<file path="src/rtl/image_addr_gen_pkg.sv">
// Shared types and defaults for the image pipeline address generator.
package image_addr_pkg;

    typedef enum logic [1:0] {
        IDLE = 2'd0,
        RUN  = 2'd1,
        DONE = 2'd2
    } sdram_state_e;

    localparam logic MODE_CACHE = 1'b0;
    localparam logic MODE_OUT   = 1'b1;

    localparam int unsigned DEF_ADDR_W     = 26;
    localparam int unsigned DEF_WIDTH_W    = 13;
    localparam int unsigned DEF_CACHE_ROWS = 3;
    localparam int unsigned DEF_BURST      = 1;

endpackage

</file>
<file path="src/rtl/image_addr_gen_ring_line_counter.sv">
// Column/row/row-base counters for the SRAM row-cache ring, with the
// zero-width clamp applied to the latched line width.
module ring_line_counter
    import image_addr_pkg::*;
#(
    parameter int unsigned ADDR_W     = DEF_ADDR_W,
    parameter int unsigned WIDTH_W    = DEF_WIDTH_W,
    parameter int unsigned CACHE_ROWS = DEF_CACHE_ROWS
) (
    input  logic                          clk_i,
    input  logic                          n_rst_i,
    input  logic                          load_i,
    input  logic                          step_i,
    input  logic [ADDR_W-1:0]             base_i,
    input  logic [WIDTH_W-1:0]            width_i,
    output logic [WIDTH_W-1:0]            col_o,
    output logic [$clog2(CACHE_ROWS)-1:0] row_o,
    output logic [ADDR_W-1:0]             row_base_o,
    output logic                          row_done_o
);

    localparam int unsigned ROW_W = $clog2(CACHE_ROWS);
    localparam logic [ROW_W-1:0] ROW_LAST = ROW_W'(CACHE_ROWS - 1);

    logic [WIDTH_W-1:0] width_q;
    logic [WIDTH_W-1:0] width_eff;
    logic [ADDR_W-1:0]  base_q;
    logic [WIDTH_W-1:0] col_q, col_d;
    logic [ROW_W-1:0]   row_q, row_d;
    logic [ADDR_W-1:0]  row_base_q, row_base_d;
    logic               row_done_q, row_done_d;
    logic               line_end;

    always_comb begin
        width_eff  = (width_q == '0) ? WIDTH_W'(1) : width_q;
        line_end   = (col_q == (width_eff - WIDTH_W'(1)));
        col_d      = col_q;
        row_d      = row_q;
        row_base_d = row_base_q;
        row_done_d = 1'b0;
        if (step_i) begin
            if (line_end) begin
                col_d      = '0;
                row_done_d = 1'b1;
                if (row_q == ROW_LAST) begin
                    row_d      = '0;
                    row_base_d = base_q;
                end else begin
                    row_d      = row_q + ROW_W'(1);
                    row_base_d = row_base_q + ADDR_W'(width_eff);
                end
            end else begin
                col_d = col_q + WIDTH_W'(1);
            end
        end
    end

    always_ff @(posedge clk_i) begin
        if (!n_rst_i) begin
            width_q    <= '0;
            base_q     <= '0;
            col_q      <= '0;
            row_q      <= '0;
            row_base_q <= '0;
            row_done_q <= 1'b0;
        end else if (load_i) begin
            width_q    <= width_i;
            base_q     <= base_i;
            col_q      <= '0;
            row_q      <= '0;
            row_base_q <= base_i;
            row_done_q <= 1'b0;
        end else begin
            col_q      <= col_d;
            row_q      <= row_d;
            row_base_q <= row_base_d;
            row_done_q <= row_done_d;
        end
    end

    assign col_o      = col_q;
    assign row_o      = row_q;
    assign row_base_o = row_base_q;
    assign row_done_o = row_done_q;

endmodule

</file>
<file path="src/rtl/image_addr_gen.sv">
// SDRAM burst read pointer plus SRAM row-cache ring / output-region pointer
// for the image pipeline.
module image_addr_gen
    import image_addr_pkg::*;
#(
    parameter int unsigned ADDR_W     = DEF_ADDR_W,
    parameter int unsigned WIDTH_W    = DEF_WIDTH_W,
    parameter int unsigned CACHE_ROWS = DEF_CACHE_ROWS,
    parameter int unsigned BURST      = DEF_BURST
) (
    input  logic                          clk,
    input  logic                          n_rst,
    input  logic                          start,
    input  logic                          sdram_update,
    input  logic                          sram_update,
    input  logic                          sram_mode,
    input  logic [WIDTH_W-1:0]            image_width,
    input  logic [ADDR_W-1:0]             sdram_start,
    input  logic [ADDR_W-1:0]             sdram_finish,
    input  logic [ADDR_W-1:0]             cache_base,
    input  logic [ADDR_W-1:0]             out_base,
    output logic [ADDR_W-1:0]             sdram_addr,
    output logic [ADDR_W-1:0]             sram_addr,
    output logic [$clog2(CACHE_ROWS)-1:0] cache_row,
    output logic                          sdram_done,
    output logic                          row_done
);

    localparam logic [ADDR_W:0] BURST_EXT = (ADDR_W+1)'(BURST);

    sdram_state_e      state_q;
    logic [ADDR_W-1:0] sdram_addr_q;
    logic [ADDR_W-1:0] finish_q;
    logic              sdram_done_q;
    logic [ADDR_W-1:0] out_ptr_q;
    logic [ADDR_W:0]   sum;
    logic              active;
    logic              sram_go;
    logic              cache_step;

    logic [WIDTH_W-1:0] col;
    logic [ADDR_W-1:0]  row_base;

    // Sum is one bit wider so a burst stepping past the top of the address
    // space still compares greater than the finish address.
    assign sum        = {1'b0, sdram_addr_q} + BURST_EXT;
    assign active     = (state_q != IDLE);
    assign sram_go    = active && sram_update && !start;
    assign cache_step = sram_go && (sram_mode == MODE_CACHE);

    always_ff @(posedge clk) begin
        if (!n_rst) begin
            state_q      <= IDLE;
            sdram_addr_q <= '0;
            finish_q     <= '0;
            sdram_done_q <= 1'b0;
        end else if (start) begin
            sdram_addr_q <= sdram_start;
            finish_q     <= sdram_finish;
            if (sdram_finish < sdram_start) begin
                state_q      <= DONE;
                sdram_done_q <= 1'b1;
            end else begin
                state_q      <= RUN;
                sdram_done_q <= 1'b0;
            end
        end else if (state_q == RUN && sdram_update) begin
            if (sum > {1'b0, finish_q}) begin
                state_q      <= DONE;
                sdram_done_q <= 1'b1;
            end else begin
                sdram_addr_q <= sum[ADDR_W-1:0];
            end
        end
    end

    always_ff @(posedge clk) begin
        if (!n_rst) begin
            out_ptr_q <= '0;
        end else if (start) begin
            out_ptr_q <= out_base;
        end else if (sram_go && sram_mode == MODE_OUT) begin
            out_ptr_q <= out_ptr_q + ADDR_W'(1);
        end
    end

    ring_line_counter #(
        .ADDR_W     (ADDR_W),
        .WIDTH_W    (WIDTH_W),
        .CACHE_ROWS (CACHE_ROWS)
    ) u_ring (
        .clk_i      (clk),
        .n_rst_i    (n_rst),
        .load_i     (start),
        .step_i     (cache_step),
        .base_i     (cache_base),
        .width_i    (image_width),
        .col_o      (col),
        .row_o      (cache_row),
        .row_base_o (row_base),
        .row_done_o (row_done)
    );

    assign sdram_addr = sdram_addr_q;
    assign sdram_done = sdram_done_q;
    assign sram_addr  = (sram_mode == MODE_OUT) ? out_ptr_q
                                                : (row_base + ADDR_W'(col));

endmodule

</file>
<file path="config.mk">
export PLATFORM = sky130hd
export DESIGN_NAME = image_addr_gen
export DESIGN_NICKNAME = d
export VERILOG_FILES = /design/src/rtl/image_addr_gen_pkg.sv /design/src/rtl/image_addr_gen_ring_line_counter.sv /design/src/rtl/image_addr_gen.sv
export SDC_FILE = /design/constraint.sdc
export NUM_CORES = 1
export LEC_CHECK = 0
export BUFFER_PORTS_ARGS = -buffer_cell sky130_fd_sc_hd__buf_4
export CORE_ASPECT_RATIO = 0.6
export CORE_UTILIZATION = 58
export CTS_CLUSTER_DIAMETER = 200
export CTS_CLUSTER_SIZE = 12
export DETAILED_ROUTE_END_ITERATION = 7
export PLACE_DENSITY = 0.84
export SLEW_MARGIN = 25
export SYNTH_ARGS = -nofsm -noshare
export SYNTH_HDL_FRONTEND = slang
export SYNTH_HIERARCHICAL = 1
export SYNTH_SLANG_ARGS = --single-unit
</file>
<file path="constraint.sdc">
create_clock -name clk -period 5.1 [get_ports clk]
set_clock_uncertainty 0.05 [all_clocks]
set_input_delay 1.53 -clock clk [delete_from_list [all_inputs] [get_ports clk]]
set_output_delay 1.53 -clock clk [all_outputs]
set_load 0.1 [all_outputs]
</file>
==> impl_metrics.csv <==
group,metric,value,unit
run_status,run_status,"complete, no violations",
power,design_power_total,3.71,mW
synth,synth_mux_area_share,7.25,%
critical_path,required,3520,ps
global_route,top_usage_layer,"met1",
route,postRouteWirelength,35.1,mm
critical_path,worst_r2r_path_depth,13,
min_path,holdCritStartpoint,"u_ring/base_q[13]",
global_route,grt_usage,35.6,%
synth,synth_largest_area_cell,"sky130_fd_sc_hd__dfxtp_1",
min_path,hold_class,"register to register",
global_route,grt_max_degree,70,
floorplan,die-area,0.0199,sq mm
final_layout,antennaDiodeCount,0,
final_layout,syn2layout_area_growth,18.9,%
sta,slew-limit-headroom,35.8,%
power,power.share.switching,34.3,%
synth,synth_area_per_inst,7.96,sq um
sta,grt_setup_unrepaired,"false",
synth,yosys_cell_types,74,
sta,min_tclk_post_route,4950,ps
cts,htree_num_levels,4,
synth,async_reset_ff_share,0,%
critical_path,worst-r2r-setup-slack,430,ps
sta,setup_violations,0,
power,net-switching-power,1.27,mW
sta,finalHoldViolations,0,
synth,commonest_cells_in_the_netlist,"168 x sky130_fd_sc_hd__nor2_1, 161 x sky130_fd_sc_hd__dfxtp_1, 112 x sky130_fd_sc_hd__nand2_1",
global_route,groute.layer.met2.usage,48.8,%
final_layout,nets_final,1748,
critical_path,startpoint_to_endpoint_class_of_the_critical_path,"register to output port",
global_route,grt_pass1_vias,10100,
cts,cts.hold.buffers_added,0,
route,viasPerCell,6.27,
placement,dpl_cell_area,0.0126,sq mm
critical_path,cp_peak_stage_delay,380,ps
cts,worstSkewPairLatency,430,ps
min_path,hold_path_depth,2,
sta,maxClockFrequency,202,MHz
synth,synth_compound_gate_area_share,18.5,%
route,post_drt_wl_per_cell,19.5,microns
critical_path,cp_cell_sequence,"ha_2, inv_1, fa_2, nor2b_1, o21ai_1, a21oi_2, o2111ai_2, a311oi_1, buf_4, o21ai_0, xor2_1, o21ai_2, buf_12",
synth,synth_top_area_share,28.8,%
route,iteration_count_of_the_initial_detailed_routing_pass,7,
sta,fin_crit_sh,97.1,%
synth,number_of_flops_mapped_to_enable_cells_by_yosys,0,
sta,max_slew.worst_pin.slew,955,ps
power,power.static_leakage,5.95,nW
route,drt_drc_violations_left,0,
synth,post-synth-top-count-cell,"sky130_fd_sc_hd__nor2_1",
synth,yosys.area_share.adder,9.41,%
power,p_seq_share,38.3,%
placement,port-buffer-count,178,
cts,clock_tree.buffer_depth,2,
critical_path,critical_path.slowest_cell,"sky130_fd_sc_hd__dfxtp_4",
power,power_report.internal_total,2.44,mW
cts,tritoncts_clock_tree,"yes",
floorplan,rows,38,
synth,ys.warnings.count,6,
synth,combinational_family_with_the_most_area_after_synthesis,"simple AND/OR/NAND/NOR gates",
critical_path,regToRegStartpoint,"u_ring/width_q[8]",
critical_path,worstReg2RegEnd,"u_ring/row_base_o[22]",
global_route,grt_remaining_overflow,0,
cts,path_clk_slew,70,ps
route,detail-route-antenna-nets,0,
synth,synth-xor-area-share,8.84,%
cts,clkSinkCount,161,
power,cellPowerDensity,278,mW/mm^2
global_route,grt.met3_usage,9.97,%
synth,syn_nets,1613,
synth,synthSimpleGateAreaFrac,21.1,%
power,combinationalPowerShare,24.5,%
synth,mapped_area,0.0112,sq mm
critical_path,worstSetupStartpointType,"register",
placement,hpwl,26.0,mm
power,vdd.ir_drop.worst,0.240,mV
global_route,grtUsageMet1,53.8,%
placement,gp_congestion,0.972,
floorplan,io_pins,179,
floorplan,start_util,60.5,%
synth,yosys_register_bits,161,
floorplan,die_y,110,microns
route,detailroute.via_count,11300,
global_route,antenna_found_initial,0,
final_layout,drive_above_1_share,17.4,%
synth,ys_seq_area_share,28.8,%
flow_run,drv_cap,0,
final_layout,fin_area,0.0133,sq mm
floorplan,core_region_area,0.0185,sq mm
sta,totalNegativeSetupSlack,0,ps
floorplan,die_w,181,microns
cts,post_cts.repair.setup_buffers,0,
global_route,grt_first_pass_wirelength,55.1,mm
route,detailedRoute.firstIterationViolations,1375,
critical_path,timing.critical_path.to_type,"output port",
power,power.share.clock,37.2,%
cts,cts-buffers-inserted,17,
synth,post_synth_inst_count,1407,
final_layout,final_core_utilization,72.0,%
critical_path,cp.arrival,3370,ps
synth,ys.flop_type,"sky130_fd_sc_hd__dfxtp_1",
sta,maxSlewViolCount,0,
sta,timing.hold.ws,429,ps
critical_path,crit_path_max_fanout,7,
synth,synth_top_cells_by_area,"sky130_fd_sc_hd__dfxtp_1 29%, sky130_fd_sc_hd__ha_1 9.1%, sky130_fd_sc_hd__mux2i_1 7.2%, sky130_fd_sc_hd__nor2_1 5.6%, sky130_fd_sc_hd__xor2_1 5.2%",
min_path,min_to,"u_ring/base_q[13]",
cts,clock-root-buffer,"sky130_fd_sc_hd__clkbuf_16",
registers in the layout (all words and copies together) (netlist names):
signal / cells
u_ring/base_q: 26
sdram_addr: 26
u_ring/row_base_o: 26
u_ring/row_o: 2
state_q: 2
out_ptr_q: 26
u_ring/row_done_o: 1
u_ring/col_o: 13
u_ring/width_q: 13
finish_q: 26
layout by cell type, fill, tap and decap left out, types with 5 or more instances in the layout:
master,Yosys,final
sky130_fd_sc_hd__a211o_1,5,5
sky130_fd_sc_hd__a211oi_1,28,28
sky130_fd_sc_hd__a21o_1,13,13
sky130_fd_sc_hd__a21oi_1,57,56
sky130_fd_sc_hd__a311oi_1,7,7
sky130_fd_sc_hd__a31oi_1,29,29
sky130_fd_sc_hd__and2_1,10,10
sky130_fd_sc_hd__and3_1,23,23
sky130_fd_sc_hd__and4_1,8,8
sky130_fd_sc_hd__buf_4,1,198
sky130_fd_sc_hd__clkbuf_16,0,17
sky130_fd_sc_hd__dfxtp_1,161,158
sky130_fd_sc_hd__ha_1,81,80
sky130_fd_sc_hd__inv_1,74,73
sky130_fd_sc_hd__inv_6,0,7
sky130_fd_sc_hd__mux2i_1,80,80
sky130_fd_sc_hd__nand2_1,112,112
sky130_fd_sc_hd__nand3_1,56,56
sky130_fd_sc_hd__nand4_1,28,28
sky130_fd_sc_hd__nor2_1,168,168
sky130_fd_sc_hd__nor3_1,21,21
sky130_fd_sc_hd__nor4_1,9,9
sky130_fd_sc_hd__o2111ai_1,7,6
sky130_fd_sc_hd__o211a_1,5,5
sky130_fd_sc_hd__o211ai_1,14,14
sky130_fd_sc_hd__o21a_1,11,11
sky130_fd_sc_hd__o21ai_0,86,70
sky130_fd_sc_hd__o21ai_1,8,19
sky130_fd_sc_hd__o21ai_2,0,5
sky130_fd_sc_hd__o311a_1,6,6
sky130_fd_sc_hd__o31ai_1,12,12
sky130_fd_sc_hd__or3_1,18,18
sky130_fd_sc_hd__or4_1,5,5
sky130_fd_sc_hd__xnor2_1,46,46
sky130_fd_sc_hd__xor2_1,67,66
logic make-up after synthesis:
family	Yosys count
AOI/OAI and AO/OA	318
xor gates and xnor gates	113
adders and majority gates	83
buffers and inverters	162
DFF	161
muxes	81
and+or+nand+nor	489
power by group through the flow:
stage / clock [mW] / sequential, mW / combinational (mW)
after floorplan: 0 / 1.52 / 0.528
after global placement: 0 / 1.44 / 0.869
after detailed placement: 0 / 1.44 / 0.884
after CTS: 1.39 / 1.41 / 0.892
after global routing: 1.45 / 1.43 / 0.973
final: 1.38 / 1.42 / 0.908
cell type report:
class,count,area (sq um)
clock inverters,15,193
well taps,240,300
multi-input cells,1084,7340
fillers,1470,5180
clock buffers,17,425
repair buffers,202,1540
inverters,76,287
flip-flops and latches,161,3230
critical path: cells and delay by family (launching register included):
kind            cells  cell delay, ps
compound gates      6            1220
fa+ha+maj           2             550
buf+inv             3             490
flops               1             380
xor+xnor            1             180
simple gates        1             120
layer usage:
layer  vias to the layer above  wire, microns
li1                       5290              -
met1                      5275          16600
met2                       642          13600
met3                        51           4430
met4                         0            499
met5                         -              0
metrics by stage:
step | setup slack, ps | instances
3_5_place_dp | 373 | 1763
4_1_cts | 4.27 | 1795
3_3_place_gp | 461 | 1763
6_report | 149 | 1795
5_1_grt | 26.0 | 1795
2_1_floorplan | -610 | 1407
how the worst max path moves through the flow:
stage	start	end	slack (ps)	cells after the start
2_1_floorplan	sram_mode	sram_addr[12]	-610	3
3_3_place_gp	u_ring/col_o[0]	sram_addr[14]	460	13
3_5_place_dp	u_ring/col_o[0]	sram_addr[14]	370	13
4_1_cts	u_ring/col_o[0]	sram_addr[14]	4	13
5_1_grt	u_ring/col_o[0]	sram_addr[14]	30	13
6_report	u_ring/col_o[0]	sram_addr[14]	150	13
what timing repair did:
action	in CTS	in global routing
gates cloned	0	0
pin swaps	1	4
endpoints found under the setup margin	6	6
resized for setup	2	13
Power figures use the tool's default switching activity.
